[src/rtl/clock_divider.sv]
// Integer clock divider: registered, glitch-free divided clock with a runtime ratio.
// A new ratio is adopted only on the wrap edge, so a period is never shortened or stretched.
module clock_divider #(
    parameter int WIDTH = 32
) (
    input  logic             clk,
    input  logic             rst_n,
    input  logic [WIDTH-1:0] div,
    output logic             out,
    output logic             period_start
);

    logic [WIDTH-1:0] r_cnt;
    logic [WIDTH-1:0] r_n_q;
    logic             r_run;
    logic             r_out;
    logic             r_period_start;

    logic [WIDTH-1:0] w_n_eff;
    logic [WIDTH-1:0] w_cnt_nxt;
    logic [WIDTH-1:0] w_n_nxt;
    logic [WIDTH-1:0] w_high_nxt;
    logic             w_wrap;

    // Ratios 0 and 1 cannot form a period with both phases, so they run as 2.
    assign w_n_eff = (div < WIDTH'(2)) ? WIDTH'(2) : div;
    assign w_wrap  = (r_cnt == r_n_q - WIDTH'(1));

    // The first edge after reset opens period 0 at cnt = 0 rather than advancing.
    always_comb begin
        // NOTE: every combinational output gets a default first so no path infers a latch.
        w_cnt_nxt = r_cnt;
        w_n_nxt   = r_n_q;
        if (r_run) begin
            if (w_wrap) begin
                w_cnt_nxt = '0;
                w_n_nxt   = w_n_eff;
            end else begin
                w_cnt_nxt = r_cnt + WIDTH'(1);
            end
        end
    end

    // ceil(N/2) written so that N = 2^WIDTH-1 cannot overflow.
    assign w_high_nxt = w_n_nxt - (w_n_nxt >> 1);

    always_ff @(posedge clk) begin
        if (!rst_n) begin
            r_cnt          <= '0;
            r_n_q          <= w_n_eff;
            r_run          <= 1'b0;
            r_out          <= 1'b0;
            r_period_start <= 1'b0;
        end else begin
            r_cnt          <= w_cnt_nxt;
            r_n_q          <= w_n_nxt;
            r_run          <= 1'b1;
            r_out          <= (w_cnt_nxt < w_high_nxt);
            r_period_start <= (w_cnt_nxt == '0);
        end
    end

    assign out          = r_out;
    assign period_start = r_period_start;

endmodule

[config.mk]
export PLATFORM = sky130hd
export DESIGN_NAME = clock_divider
export DESIGN_NICKNAME = d
export VERILOG_FILES = /design/src/rtl/clock_divider.sv
export SDC_FILE = /design/constraint.sdc
export NUM_CORES = 1
export LEC_CHECK = 0
export ABC_AREA = 1
export CAP_MARGIN = 20
export CORE_ASPECT_RATIO = 0.6
export CORE_MARGIN = 2
export CORE_UTILIZATION = 62
export CTS_CLUSTER_DIAMETER = 30
export DETAILED_ROUTE_END_ITERATION = 8
export GPL_TIMING_DRIVEN = 0
export PLACE_DENSITY_LB_ADDON = 0.1
export SYNTH_ARGS = -nofsm -noshare
export SYNTH_HDL_FRONTEND = slang
export SYNTH_SLANG_ARGS = --single-unit
[constraint.sdc]
create_clock -name clk -period 7.5 [get_ports clk]
set_input_delay 1.5 -clock clk [delete_from_list [all_inputs] [get_ports clk]]
set_output_delay 1.5 -clock clk [all_outputs]
set_load 0.005 [all_outputs]
==> impl_metrics.ini <==
[critical_path]
r2r-end = out$_SDFF_PN0_
critPathLaunchType = flop
worst-path-stages = 40
cp_top_family = simple AND/OR/NAND/NOR gates
critPathCapture = out$_SDFF_PN0_
critPathKind = reg2reg
path_max_fanout = 10
cp.arrival_ps = 7070
reg2reg_depth = 40
crit_top_cell = nand2_1
rrSetupSlack_ps = 680
cp_slowest_stage_delay_ps = 390
r2r-start = r_n_q[0]$_DFF_P_
required_ps = 7760
crit_slowest_cell = a211oi_1
crit_start = r_n_q[0]$_DFF_P_
path_buf_inv = 3
endpoint_kind = flop

[route]
antenna_left = 0
drt-initial-drc-count = 956
dr.pass1.iters = 6
drt-wirelength-per-cell_microns = 16.7
vias = 8886
avgViaCountPerCell = 5.71
finalWirelength_mm = 26.0
drcViolationCount = 0

[synth]
yosysUniqueCellTypes = 46
synth-seq-cells = 67
postSynthCellCount = 1334
synth.most_common_cell = nand2_1
syn-cell-area_sq_um = 7990
synth_top_area_share_pct = 16.8
synth_edf_count = 0
yosysSeqAreaShare_pct = 16.8
syn-num-nets = 1432
syn_area_per_cell_sq_um = 5.99
ys.flop_type = dfxtp_1
ys_top_cells_by_count = 350 x nand2_1, 168 x inv_1, 165 x nor2_1
ys_top_cells_by_area = dfxtp_1 17%, nand2_1 16%, ha_1 9.9%
synth_warnings = 0
async_reset_ff_share_pct = 0
yosys.area.top_type = dfxtp_1

[power_and_ir_drop]
powerDensity_nw_per_um2 = 158
finalPower_mw = 1.40
peakVddDrop_mv = 0.0976
p_leak_nw = 4.32

[timing]
worst_slew_pin_slew_ps = 667
setup_viol = 0
max_freq_mhz = 147
finalCritPeriodShare_pct = 90.9
slew_headroom_pct = 55.1
tns_ps = 0
slew_viol_final = 0
holdWs_ps = 584
fin_worst_skew_ps = 9.14
rsz0062_at_grt = false
finalHoldViolCount = 0
min_period_ps = 6820

[flow_run]
cap_viol_max_count = 0

[die]
start_util_pct = 62.9
core_area_sq_um = 12700
dieArea_sq_um = 13800
die_h_microns = 91.9
ios = 36
die_w_microns = 151
rows = 32

[cts]
cts_max_path_buffers = 2
clock_latency_ps = 340
clock-root-buffer = clkbuf_16
numCtsBuffers = 9
cts.clk_slew.worst_paths_ps = 60
post-cts-setup-buffers = 0
cts_tree = built
cts.repair.resized = 0
cts_sinks = 67
h-tree-depth = 3
cts.hold.buffers_added = 0

[worst_hold_path]
hold_path.class = reg2reg

[final_layout]
fillers = 1175
drive_gt1_share_pct = 8.66
area_growth_pct = 10.8
fin_util_pct = 69.7
multi_input_area_sq_um = 5840
fin_nets = 1478
seq_area_sq_um = 1340
n_antenna_cell = 0

[placed_design]
gp_congestion = 1.01
port_buffers = 35
place_hpwl_mm = 21.8

[global_route]
grt_pass1_wl_mm = 40.8
grtUsageTotal_pct = 38.0
grt_max_degree = 14
gr-total-overflow = 0
grt_pass1_vias = 7958
antenna_found_initial = 0

[status]
status = completed
layer usage:
| layer | global-route usage, % | wire [microns] | vias up |
|---|---|---|---|
| li1 | - | - | 4421 |
| met2 | 53.3 | 10100 | 407 |
| met1 | 58.0 | 12300 | 4018 |
| met4 | 8.81 | 452 | 0 |
| met5 | 0 | 0 | - |
| met3 | 8.71 | 3220 | 40 |
state kept, by name (all words and copies together) (netlist names):
register,cells
r_cnt,32
out,1
period_start,1
r_run,1
r_n_q,32
power by group:
part,switching [mW],total (mW),internal [mW],leakage (nW)
clock,0.167,0.426,0.259,0.146
combinational,0.357,0.566,0.210,3.63
sequential,0.0355,0.410,0.374,0.553
worst reg2reg max path: cells and delay by family, from the launching register on:
family / cells / cell delay (ps)
flip-flops: 1 / 320
XOR/XNOR: 1 / 220
adder cells (fa/ha/maj): 3 / 930
AND/OR/NAND/NOR: 23 / 2660
buffers and inverters: 3 / 490
AO/OA/AOI/OAI: 10 / 2120
cells by family after synthesis:
| kind of cell | Yosys count | share of synthesized area, % |
|---|---|---|
| XOR/XNOR | 73 | 8.18 |
| AO/OA/AOI/OAI | 166 | 11.8 |
| buffers and inverters | 206 | 10.0 |
| flip-flops | 67 | 16.8 |
| AND/OR/NAND/NOR | 758 | 43.1 |
| adder cells (fa/ha/maj) | 64 | 10.1 |
how the worst min path moves through the flow:
stage | from | to | slack [ps] | cells past startpoint
after detailed placement | r_cnt[0]$_SDFF_PN0_ | r_cnt[0]$_SDFF_PN0_ | 560 | 2
after global routing | r_cnt[0]$_SDFF_PN0_ | r_cnt[0]$_SDFF_PN0_ | 620 | 2
after floorplan | r_cnt[0]$_SDFF_PN0_ | r_cnt[0]$_SDFF_PN0_ | 520 | 2
after CTS | r_cnt[0]$_SDFF_PN0_ | r_cnt[0]$_SDFF_PN0_ | 580 | 2
after global placement | r_cnt[0]$_SDFF_PN0_ | r_cnt[0]$_SDFF_PN0_ | 560 | 2
final | r_cnt[0]$_SDFF_PN0_ | r_cnt[0]$_SDFF_PN0_ | 580 | 2
area by class of cell:
class | count | share of cell area [%]
multi-input combinational | 1061 | 66.0
sequential | 67 | 15.2
inverter | 181 | 7.68
timing repair buffer | 35 | 3.96
clock buffer | 9 | 2.54
tap | 170 | 2.40
buffer | 25 | 1.39
clock inverter | 7 | 0.876
metrics by stage:
step | setup slack (ps) | instance area, sq um | std cells
2_1_floorplan | 2190 | 7990 | 1334
3_3_place_gp | 649 | 8550 | 1539
3_5_place_dp | 566 | 8550 | 1539
4_1_cts | 813 | 8850 | 1555
5_1_grt | 191 | 8850 | 1555
6_report | 684 | 8850 | 1555
cells in the final DEF, fill, tap and decap left out, types with 3 or more instances in the layout:
cell type and count:
nor2_2 7, nand2_2 15, nand2_1 350, clkbuf_1 16
nand4_1 31, nor3_1 29, a211oi_1 7, o21ai_0 66
clkinv_4 3, buf_2 5, nand3_1 74, clkbuf_16 9
nor2_4 7, or2_2 35, inv_1 168, o21ai_2 9
a21oi_1 52, o21ai_1 17, nand3_2 3, nand3b_1 10
nor4_1 20, o21a_1 3, clkinv_1 7, inv_2 6
ha_1 63, nor2_1 165, nand2_4 4, clkdlybuf4s50_1 35
nor3_2 3, xor2_1 50, dfxtp_1 67, xnor2_1 22
(Power assumes the default switching activity.)
